[src/rtl/muldiv_unit.sv]
// muldiv_unit: iterative RV32M multiply/divide unit.
// Radix-2 shift-add multiply and restoring divide, one bit per cycle.
// Optional build macro MULDIV_FAST_MUL_EN: multiplies finish in one cycle
// through a full-width product; divides are unaffected.
module muldiv_unit #(
   parameter int unsigned XLEN = 32
) (
   input  logic            clk,
   input  logic            rst,
   input  logic            start,
   input  logic [2:0]      funct3,
   input  logic [XLEN-1:0] op_a,
   input  logic [XLEN-1:0] op_b,
   output logic            busy,
   output logic            done,
   output logic [XLEN-1:0] result
);

   localparam int unsigned    CW  = $clog2(XLEN);
   localparam logic [XLEN-1:0] MIN = {1'b1, {(XLEN-1){1'b0}}};

   typedef enum logic [1:0] {
      S_IDLE,
      S_CALC,
      S_DONE
   } state_t;

   state_t            state_q, state_d;
   logic [2:0]        f3_q, f3_d;
   logic              neg_q, neg_d;
   logic [XLEN-1:0]   opb_q, opb_d;
   logic [2*XLEN-1:0] acc_q, acc_d;
   logic [CW-1:0]     cnt_q, cnt_d;
   logic [XLEN-1:0]   result_q, result_d;

   // Operand conditioning at request time
   logic            a_sgn, b_sgn, a_neg, b_neg, res_neg, div_zero, div_ovf;
   logic [XLEN-1:0] a_mag, b_mag;

   assign a_sgn    = (funct3 == 3'd1) || (funct3 == 3'd2) || (funct3[2] && !funct3[0]);
   assign b_sgn    = (funct3 == 3'd1) || (funct3[2] && !funct3[0]);
   assign a_neg    = a_sgn & op_a[XLEN-1];
   assign b_neg    = b_sgn & op_b[XLEN-1];
   assign a_mag    = a_neg ? -op_a : op_a;
   assign b_mag    = b_neg ? -op_b : op_b;
   // Remainder takes the dividend sign; everything else the product/quotient sign
   assign res_neg  = (funct3 == 3'd6) ? a_neg : (a_neg ^ b_neg);
   assign div_zero = funct3[2] && (op_b == '0);
   assign div_ovf  = funct3[2] && !funct3[0] && (op_a == MIN) && (op_b == '1);

`ifdef MULDIV_FAST_MUL_EN
   logic [2*XLEN-1:0] fast_prod;
   assign fast_prod = {{XLEN{1'b0}}, a_mag} * {{XLEN{1'b0}}, b_mag};
`endif

   // One iteration step. Multiply: acc = {partial product, remaining multiplier}.
   // Divide: acc = {partial remainder, dividend bits shifting out / quotient bits shifting in}.
   logic [XLEN:0]     mul_sum, rem_sh, rem_diff;
   logic              rem_ge;
   logic [2*XLEN-1:0] mul_step, div_step, acc_step;

   assign mul_sum  = {1'b0, acc_q[2*XLEN-1:XLEN]} + {1'b0, opb_q};
   assign mul_step = acc_q[0] ? {mul_sum, acc_q[XLEN-1:1]} : {1'b0, acc_q[2*XLEN-1:1]};
   assign rem_sh   = {acc_q[2*XLEN-1:XLEN], acc_q[XLEN-1]};
   assign rem_diff = rem_sh - {1'b0, opb_q};
   // Shifted remainder is below twice the divisor, so the top bit is a clean borrow
   assign rem_ge   = ~rem_diff[XLEN];
   assign div_step = {(rem_ge ? rem_diff[XLEN-1:0] : rem_sh[XLEN-1:0]), acc_q[XLEN-2:0], rem_ge};
   assign acc_step = f3_q[2] ? div_step : mul_step;

   // Sign fix and output selection from a {hi, lo} magnitude pair
   function automatic logic [XLEN-1:0] finalize(input logic [2:0] f3, input logic neg,
                                                input logic [2*XLEN-1:0] val);
      logic [2*XLEN-1:0] p;
      logic [XLEN-1:0]   q, r, res;
      p = neg ? -val : val;
      q = neg ? -val[XLEN-1:0] : val[XLEN-1:0];
      r = neg ? -val[2*XLEN-1:XLEN] : val[2*XLEN-1:XLEN];
      case (f3)
         3'd0:                res = p[XLEN-1:0];
         3'd1, 3'd2, 3'd3:    res = p[2*XLEN-1:XLEN];
         3'd4, 3'd5:          res = q;
         default:             res = r;
      endcase
      return res;
   endfunction

   // Next-state and datapath update
   always_comb begin
      state_d  = state_q;
      f3_d     = f3_q;
      neg_d    = neg_q;
      opb_d    = opb_q;
      acc_d    = acc_q;
      cnt_d    = cnt_q;
      result_d = result_q;
      case (state_q)
         S_IDLE: begin
            if (start) begin
               f3_d    = funct3;
               neg_d   = res_neg;
               opb_d   = b_mag;
               acc_d   = {{XLEN{1'b0}}, a_mag};
               cnt_d   = CW'(XLEN - 1);
               state_d = S_CALC;
               if (div_zero) begin
                  result_d = funct3[1] ? op_a : '1;
                  state_d  = S_DONE;
               end else if (div_ovf) begin
                  result_d = funct3[1] ? '0 : MIN;
                  state_d  = S_DONE;
               end
`ifdef MULDIV_FAST_MUL_EN
               else if (!funct3[2]) begin
                  result_d = finalize(funct3, res_neg, fast_prod);
                  state_d  = S_DONE;
               end
`endif
            end
         end
         S_CALC: begin
            acc_d = acc_step;
            // Last step is folded into the finishing cycle
            if (cnt_q == '0) begin
               result_d = finalize(f3_q, neg_q, acc_step);
               state_d  = S_DONE;
            end else begin
               cnt_d = cnt_q - 1'b1;
            end
         end
         S_DONE:  state_d = S_IDLE;
         default: state_d = S_IDLE;
      endcase
   end

   // State and datapath registers
   always_ff @(posedge clk or posedge rst) begin
      if (rst) begin
         state_q  <= S_IDLE;
         f3_q     <= '0;
         neg_q    <= 1'b0;
         opb_q    <= '0;
         acc_q    <= '0;
         cnt_q    <= '0;
         result_q <= '0;
      end else begin
         state_q  <= state_d;
         f3_q     <= f3_d;
         neg_q    <= neg_d;
         opb_q    <= opb_d;
         acc_q    <= acc_d;
         cnt_q    <= cnt_d;
         result_q <= result_d;
      end
   end

   assign busy   = (state_q != S_IDLE);
   assign done   = (state_q == S_DONE);
   assign result = result_q;

endmodule

[config.mk]
export PLATFORM = sky130hd
export DESIGN_NAME = muldiv_unit
export DESIGN_NICKNAME = d
export VERILOG_FILES = /design/src/rtl/muldiv_unit.sv
export SDC_FILE = /design/constraint.sdc
export NUM_CORES = 1
export LEC_CHECK = 0
export BUFFER_PORTS_ARGS = -buffer_cell sky130_fd_sc_hd__clkbuf_2
export CORE_MARGIN = 2
export CORE_UTILIZATION = 63
export CTS_CLUSTER_SIZE = 25
export DETAILED_ROUTE_END_ITERATION = 7
export PLACE_DENSITY_LB_ADDON = 0.15
export SKIP_LAST_GASP = 1
export SYNTH_ARGS = -nofsm -noshare
export SYNTH_HDL_FRONTEND = slang
export SYNTH_SLANG_ARGS = --single-unit
[constraint.sdc]
create_clock -name clk -period 7.8 [get_ports clk]
set_clock_uncertainty 0.2 [all_clocks]
set_input_delay 1.56 -clock clk [delete_from_list [all_inputs] [get_ports clk]]
set_output_delay 1.56 -clock clk [all_outputs]
set_load 0.005 [all_outputs]
-- Yosys cells after proc, flatten, opt, wreduce, memory -nomap -nowiden
Cells that the tools add are included.
- bitwise operators: 4
- order comparisons: 0
- mux-type cells: 27
- reductions and logical operators: 21
- div/mod/pow operators: 0
- shift operators: 0
- add/sub/neg operators: 8
- equality and inequality tests: 16
- multipliers: 0
- operators by type and width (cell ; count):
    $mux 32 ; 11
    $mux 64 ; 4
    $neg 32->32 ; 4
    $pmux 64 s2 ; 1
    $pmux 32 s3 ; 1
    $eq 32x32->1 const B ; 2
    $neg 64->64 ; 1
    $pmux 32 s2 ; 1
    $add 32x32->33 ; 1
    $sub 33x32->33 ; 1
    $logic_not 32->1 ; 1
    $mux 5 ; 2
    $pmux 5 s2 ; 1
    $eq 3x2->1 const B ; 3
    $eq 3x3->1 const B ; 3
    $mux 2 ; 4
    $eq 3x1->1 const B ; 2
    $ne 2x2->1 const B ; 3
    $reduce_and 2->1 ; 3
    $logic_not 5->1 ; 1
    $sub 5x1->5 const B ; 1
    $logic_and 1x1->1 ; 4
    $pmux 2 s2 ; 1
    $reduce_and 4->1 ; 1
    15 further kinds ; 19
- bits in latches: 0
- logic and storage cells: 83
- RAM bits: 0
- memories kept: 0
- bits of input ports: 70
- output and inout port bits: 34
- register bits after elaboration: 139
- bits in read-only memories: 0

-- Logic depth before layout (Yosys ltp)
Gate-level depths: netlist of the first run.
- depth after elaboration: 8
- depth in mapped cells: 26
- mapped depth without buffers: 25

-- Worst setup path before layout of the first run
Ideal clock, no wire load.
- kind: flip-flop to flip-flop
- start point: register acc_q[31]
- end point: register result_q[26] (netlist: result[26])
- cell stages (with the launch flop): 26
- required time: 7.465 ns
- path slack: 2.324 ns
- buffers on the path: 1
- clock period less this slack: 5.476 ns
- arrival time: 5.141 ns
- setup time: 0.135 ns
- cells stage by stage: dfrtp_1 inv_1 ha_1 inv_1 fa_1 a211oi_2 o211ai_2 a31oi_4 nor2_2 o21ai_2 buf_4 a21oi_2 a21oi_1 ha_1 o211ai_1 or4_1 nor4_2 nand3_1 or2_1 nor2_4 nand4_2 or2_2 o21ai_1 xnor2_1 a221oi_1 o21ai_0
- longest elaborated chain between the ends: 8
- elaborated cells on any way between the ends: 14
- those cells by class: add/sub: 4; mux: 9; bitwise: 1
- ends and longest elaborated chain (element ; RTL line ; RTL):
    start, declared ; 32 ; logic [2*XLEN-1:0] acc_q, acc_d;
    start signal, assigned ; 143 ; acc_q <= '0;
    start signal, assigned ; 151 ; acc_q <= acc_d;
    $sub 33x32->33 ; 65 ; assign rem_diff = rem_sh - {1'b0, opb_q};
    $mux 32 or $not 1->1 (tied branches) ; 68, 67 ;
    $mux 64 (*) ; 69 ; assign acc_step = f3_q[2] ? div_step : mul_step;
    $neg 64->64 (tied with other cells) ; 76 ; p = neg ? -val : val;
    $mux 64 (tied with other cells) ; 76 ;
    $pmux 32 s3 (*) ; 79 ; case (f3)
    $mux 32 (*) ; 124 ; if (cnt_q == '0) begin
    $pmux 32 s2 (*) ; 97 ; case (state_q)
    end signal, assigned ; 153 ; result_q <= result_d;
    end, declared ; 34 ; logic [XLEN-1:0] result_q, result_d;
Mark *: on every way between the ends. The rest lies on a longest branch, timed or not. The select of a mux whose other input is x is not followed.
A chain may end at the register's enable or synchronous reset.

-- Worst setup path after layout of the first run
- start point: register acc_q[31]
- end point: register result_q[2] (netlist: result[2])
Same word-level chain as after synthesis.

==> run metrics, run 1 <==
R2R Path Start acc_q[31]; Die X 158 µm; Mapped Area about 15000 µm²; CP Data Arrival Time 6570 ps; status finished clean; fin nets approximately 2200; Max Cap Viol 0; CTS sink count 139; Yosys top cell by area dfrtp_1; element type at the critical path start flip-flop; largest net degree at the start of global routing 95; r2r endpoint result[2]; Post-Syn Instances roughly 2000; most numerous cell in the Yosys netlist nand2_1; Resized Gates After CTS 0; standard-cell rows 56; Post-synth EDFFs 0; I/O Buffers between 100 and 150; Seq cells post-synth approximately 140; dominant synthesized flop cell dfrtp_1; RSZ-0062 raised after global routing false; min Tclk post-route about 6500 ps; DR WL/cell 23.8 µm; post-synth net total between 2000 and 2500; first-pass GRT wire length around 85 mm; most common library cells after synthesis nand2_1 (235), o21ai_0 (214), a21oi_1 (157); fmax roughly 150 MHz; average size of a mapped cell between 7 and 8 µm²; WP data required 7890 ps; Clock Latency Late Sink roughly 440 ps; Starting Density between 60 and 70%; Core Region 23400 µm²; GRT Total Usage between 40% and 50%; root buf cell clkbuf_16; min-delay src result[12]; Yosys cell types between 100 and 150; final WL between 50 and 60 mm; Ports roughly 100; Setup TNS 0 ps; CTS Hold Bufs 0; vias per cell approximately 7; number of remaining DRC errors 0; hold depth 2; DR pass1 iterations 6; Yosys Warn Count 0; Slew Viols, Final 0; DRT iter0 DRCs around 2300; Max clock buf depth 2; vias ~16000; fraction of layout cells with a size suffix above 1 between 10 and 15%; FF-to-FF path depth 24; register area share after synthesis 23.2%; CP endpoint kind flip-flop; Inserted Clock Buffers 17; Final GP Congestion 1.06; post-route ant nets 0; Die Ht ~160 µm; CP Class flip-flop to flip-flop; Worst slew margin 23.0%; Area Growth Syn to Fin 8.64%; die area between 20000 and 30000 µm²; CTS tree built; type of the tightest min-delay check flip-flop to flip-flop; initial antenna violation count 2; r2r setup slk 1320 ps; Final period util between 80% and 90%; Synth area leaders dfrtp_1 (23%), o21ai_0 (7.2%), ha_1 (5.9%), nand2_1 (5.9%), a21oi_1 (5.2%); Worst Tran Pin Value approximately 1100 ps; vias in the first global route ~15000; H-tree depth 4; post-synth top area share roughly 23%; dpl hpwl ~42 mm; share of flip-flops with an asynchronous set or reset 100%; final setup fails 0; GRT Residual Overflow 0; crit path max fanout 22; Post-CTS Setup Bufs 0; clock slew at reported path FFs roughly 60 ps; hold endpoint result[12]; Hold Vio Cnt, Final 0
## metal layers
metal,GRT usage (%),vias up,share of wire (%)
li1,-,7431,-
met1,60.3,7714,40
met2,64.2,1037,42
met3,18.0,167,14
met4,16.2,0,3.8
met5,0,-,0
## worst max-delay path, cell delays in order (launching register included)
cell,delay (ps)
dfrtp_1,390
inv_1,80
ha_1,190
inv_1,70
fa_1,230
a211oi_2,100
o211ai_2,350
a31oi_4,190
nor3_2,280
or2_4,370
a21oi_2,160
a21oi_1,250
ha_1,230
o211ai_1,140
or4_1,600
nor4_2,340
nand3_1,200
or3_1,550
nand2_1,250
nand2_1,70
and3_1,180
nor3_1,170
a21oi_1,100
a21boi_0,470
o21ai_0,150
## cells by family (layout without fill, tap and decap cells)
group,Yosys count,in the layout,synth area share (%)
buf+inv,188,232,5.10
xor+xnor,157,157,9.18
flops,139,139,23.2
fa+ha+maj,73,73,6.20
mux,54,54,3.73
other cells,0,3,0
compound gates,683,683,29.0
simple gates,704,704,23.5
## cell type report
type                       count  area, µm²
sequential                   139       3480
inverter                      70        268
tap                          319        399
clock buffer                  20        447
antenna                        3       7.51
multi-input combinational   1671      10800
timing repair buffer         130        718
clock inverter                12        185
fill                        2069       7130
## registers in the layout, indices dropped and copies added (netlist names)
name     cells
cnt_q        5
neg_q        1
opb_q       32
state_q      2
result      32
acc_q       64
f3_q         3
## per-stage QoR
step                instance area, µm²  setup slack, ps  hold slack (ps)  utilization [%]  instances
finish                           16300             1320              293             69.5       2364
global route                     16300             1140              316             69.5       2361
CTS                              16300             1580              290             69.5       2361
detailed placement               15600             1610              275             66.8       2329
global placement                 15600             1760              267             66.8       2329
floorplan                        15000             2320              269                -       1998
## cell usage in the layout, fill, tap and decap left out, types with 34 or more instances in the layout
cell type  instances
clkbuf_2         103
nor3_1            69
a21oi_1          157
dfrtp_1          136
nand3_1           72
mux2i_1           48
nor2_1           121
o21ai_0          214
inv_1             67
xnor2_1           81
nor2b_1           34
ha_1              71
xor2_1            76
nand2_1          234
a31oi_1           35
## worst max path at each step
| stage | end | startpoint | cells past startpoint | slack [ps] |
|---|---|---|---|---|
| after CTS | result[2] | acc_q[31] | 24 | 1580 |
| after floorplan | acc_q[0] | rst | 1 | 2320 |
| after detailed placement | result[2] | acc_q[33] | 21 | 1610 |
| after global placement | result[2] | acc_q[31] | 24 | 1760 |
| after global routing | result[26] | acc_q[31] | 24 | 1140 |
| final | result[2] | acc_q[31] | 24 | 1320 |
Power of run 1 is not shown: default switching activity piles up to over one toggle a cycle in this logic, so the estimate is an artifact.
==> run 2, diff against run 1 <==
==> constraint.sdc (replaced) <==
create_clock -name clk -period 6.3 [get_ports clk]
set_clock_uncertainty 0.2 [all_clocks]
set_input_delay 1.26 -clock clk [delete_from_list [all_inputs] [get_ports clk]]
set_output_delay 1.26 -clock clk [all_outputs]
set_load 0.005 [all_outputs]
==> run 2 against run 1 <==
  * Register-to-register slack worse by 1100 ps
  * Hold slack worse by 9.9 ps
  * Via count is 2.5% higher
  * Core utilization grew 0.58 points
  * Non-clock buffer count grew 21
  * Global-route usage rose by 0.66 points
  * Sequential share of layout area is 0.18 points lower
  * First-iteration DRC count up 19%
  * Routed wire length increased by 0.67%
  * Die area unchanged
  * Sequential cell count unchanged
==> run metrics, run 2 (synthesized netlist as in run 1, its figures left out) <==
status finished clean; clock slew at reported path FFs around 70 ps; RSZ-0062 raised after global routing false; CTS Hold Bufs 0; fin nets between 2000 and 2500; largest net degree at the start of global routing about 90; Setup TNS 0 ps; WP data required between 6000 and 7000 ps; Slew Viols, Final 0; Die X roughly 160 µm; GRT Residual Overflow 0; post-route ant nets 0; vias per cell around 7; most frequent cells in the layout nand2_1 (234), o21ai_0 (214), a21oi_1 (157), dfrtp_1 (136), nor2_1 (121); cell-by-cell trace of the critical path inv_1 > ha_1 > inv_1 > fa_1 > a211oi_2 > o211ai_2 > a31oi_4 > nor2_2 > o21ai_2 > a21oi_2 > a21oi_1 > ha_1 > o211ai_1 > or4_1 > nor4_4 > nand3_2 > or3_1 > nand2_1 > nand2_1 > and3_1 > nor3_1 > a21oi_1 > a21boi_0 > o21ai_0; Hold Vio Cnt, Final 0; crit-path max cell delay ~600 ps; element type at the critical path start flip-flop; Ports ~100; Max Cap Viol 0; Post-Layout Inst Area around 16000 µm²; dpl cells 2347; CP Class flip-flop to flip-flop; DRT iter0 DRCs between 2000 and 3000; placed cell area ~16000 µm²; fraction of layout cells with a size suffix above 1 12.3%; fin cells between 2000 and 2500; DR WL/cell ~24 µm; final setup fails 0; min Tclk post-route 6050 ps; Die Ht approximately 160 µm; Max clock buf depth 2; CP Data Arrival Time slightly above 6000 ps; number of remaining DRC errors 0; max reg flops 64; sum of buffers and inverters on the critical path 2; delay-heaviest family, CP simple AND/OR/NAND/NOR gates; Final GP Congestion between 1 and 1.5; CP endpoint kind flip-flop; die area approximately 25000 µm²; H-tree depth 4; GRT Total Usage between 40% and 50%; Clock Latency Late Sink 440 ps; CTS sink count between 100 and 150; vias about 17000; DR pass1 iterations 7; initial antenna violation count 3; Worst slew margin 18.4%; root buf cell clkbuf_16; Area Growth Syn to Fin 9.54%; CP max stage cell or4_1; Worst Tran Pin Value about 1200 ps; dpl hpwl between 40 and 50 mm; Final period util 96.0%; type of the tightest min-delay check flip-flop to flip-flop; first-pass GRT wire length 86.5 mm; CTS tree built; register with the most flip-flops acc_q; fmax approximately 170 MHz; standard-cell rows 56; most common cell after layout, fill and taps aside nand2_1; Inserted Clock Buffers 17; smallest hold slack ~280 ps; crit path max fanout 5; Starting Density 64.0%; vias in the first global route approximately 15000; final WL about 57 mm; Core Region between 20000 and 25000 µm²; I/O Buffers 103
[run 2: worst paths after layout]
path                            from  cells past startpoint         end  slack (ps)
hold reg to reg            result[9]                      2   result[9]         280
min in group asynchronous        rst                      2   opb_q[16]         730
setup reg to reg           acc_q[31]                     24   result[2]         250
hold / removal             result[9]                      2   result[9]         280
setup / recovery           acc_q[31]                     24   result[2]         250
max in group asynchronous        rst                      3  result[20]        3830
[run 2: worst min-delay path: stages, from the launching register on]
cell and delay, ps:
dfrtp_1 350, nand2_1 50, o21ai_0 60
[run 2: final cells by class]
| class | count | area, µm² |
|---|---|---|
| flip-flops and latches | 139 | 3480 |
| inverters | 70 | 268 |
| fillers | 2012 | 7000 |
| clock buffers | 17 | 425 |
| multi-input cells | 1671 | 10800 |
| repair buffers | 151 | 876 |
| clock inverters | 15 | 175 |
| diodes | 1 | 2.50 |
| well taps | 319 | 399 |
[run 2: routing by layer]
layer | share of wire, % | track usage [%] | wire length, µm | vias up
li1 | - | - | - | 7497
met1 | 40 | 62.6 | 22700 | 7918
met2 | 41 | 64.2 | 23300 | 1149
met3 | 15 | 16.5 | 8260 | 194
met4 | 4.3 | 17.9 | 2440 | 0
met5 | 0 | 0 | 0 | -
[run 2: stage by stage]
step	setup slack, ps	util, %
final	253	70.1
after floorplan	824	-
after global placement	493	67.4
after CTS	339	69.9
after detailed placement	382	67.4
after global routing	9.22	70.1
[run 2: repair_timing]
item / 4_1_cts / 5_1_grt
setup buffers: 0 / 3
resized for setup: 0 / 2
endpoints found under the setup margin: 0 / 4
Power of run 2 is left out for the same reason.
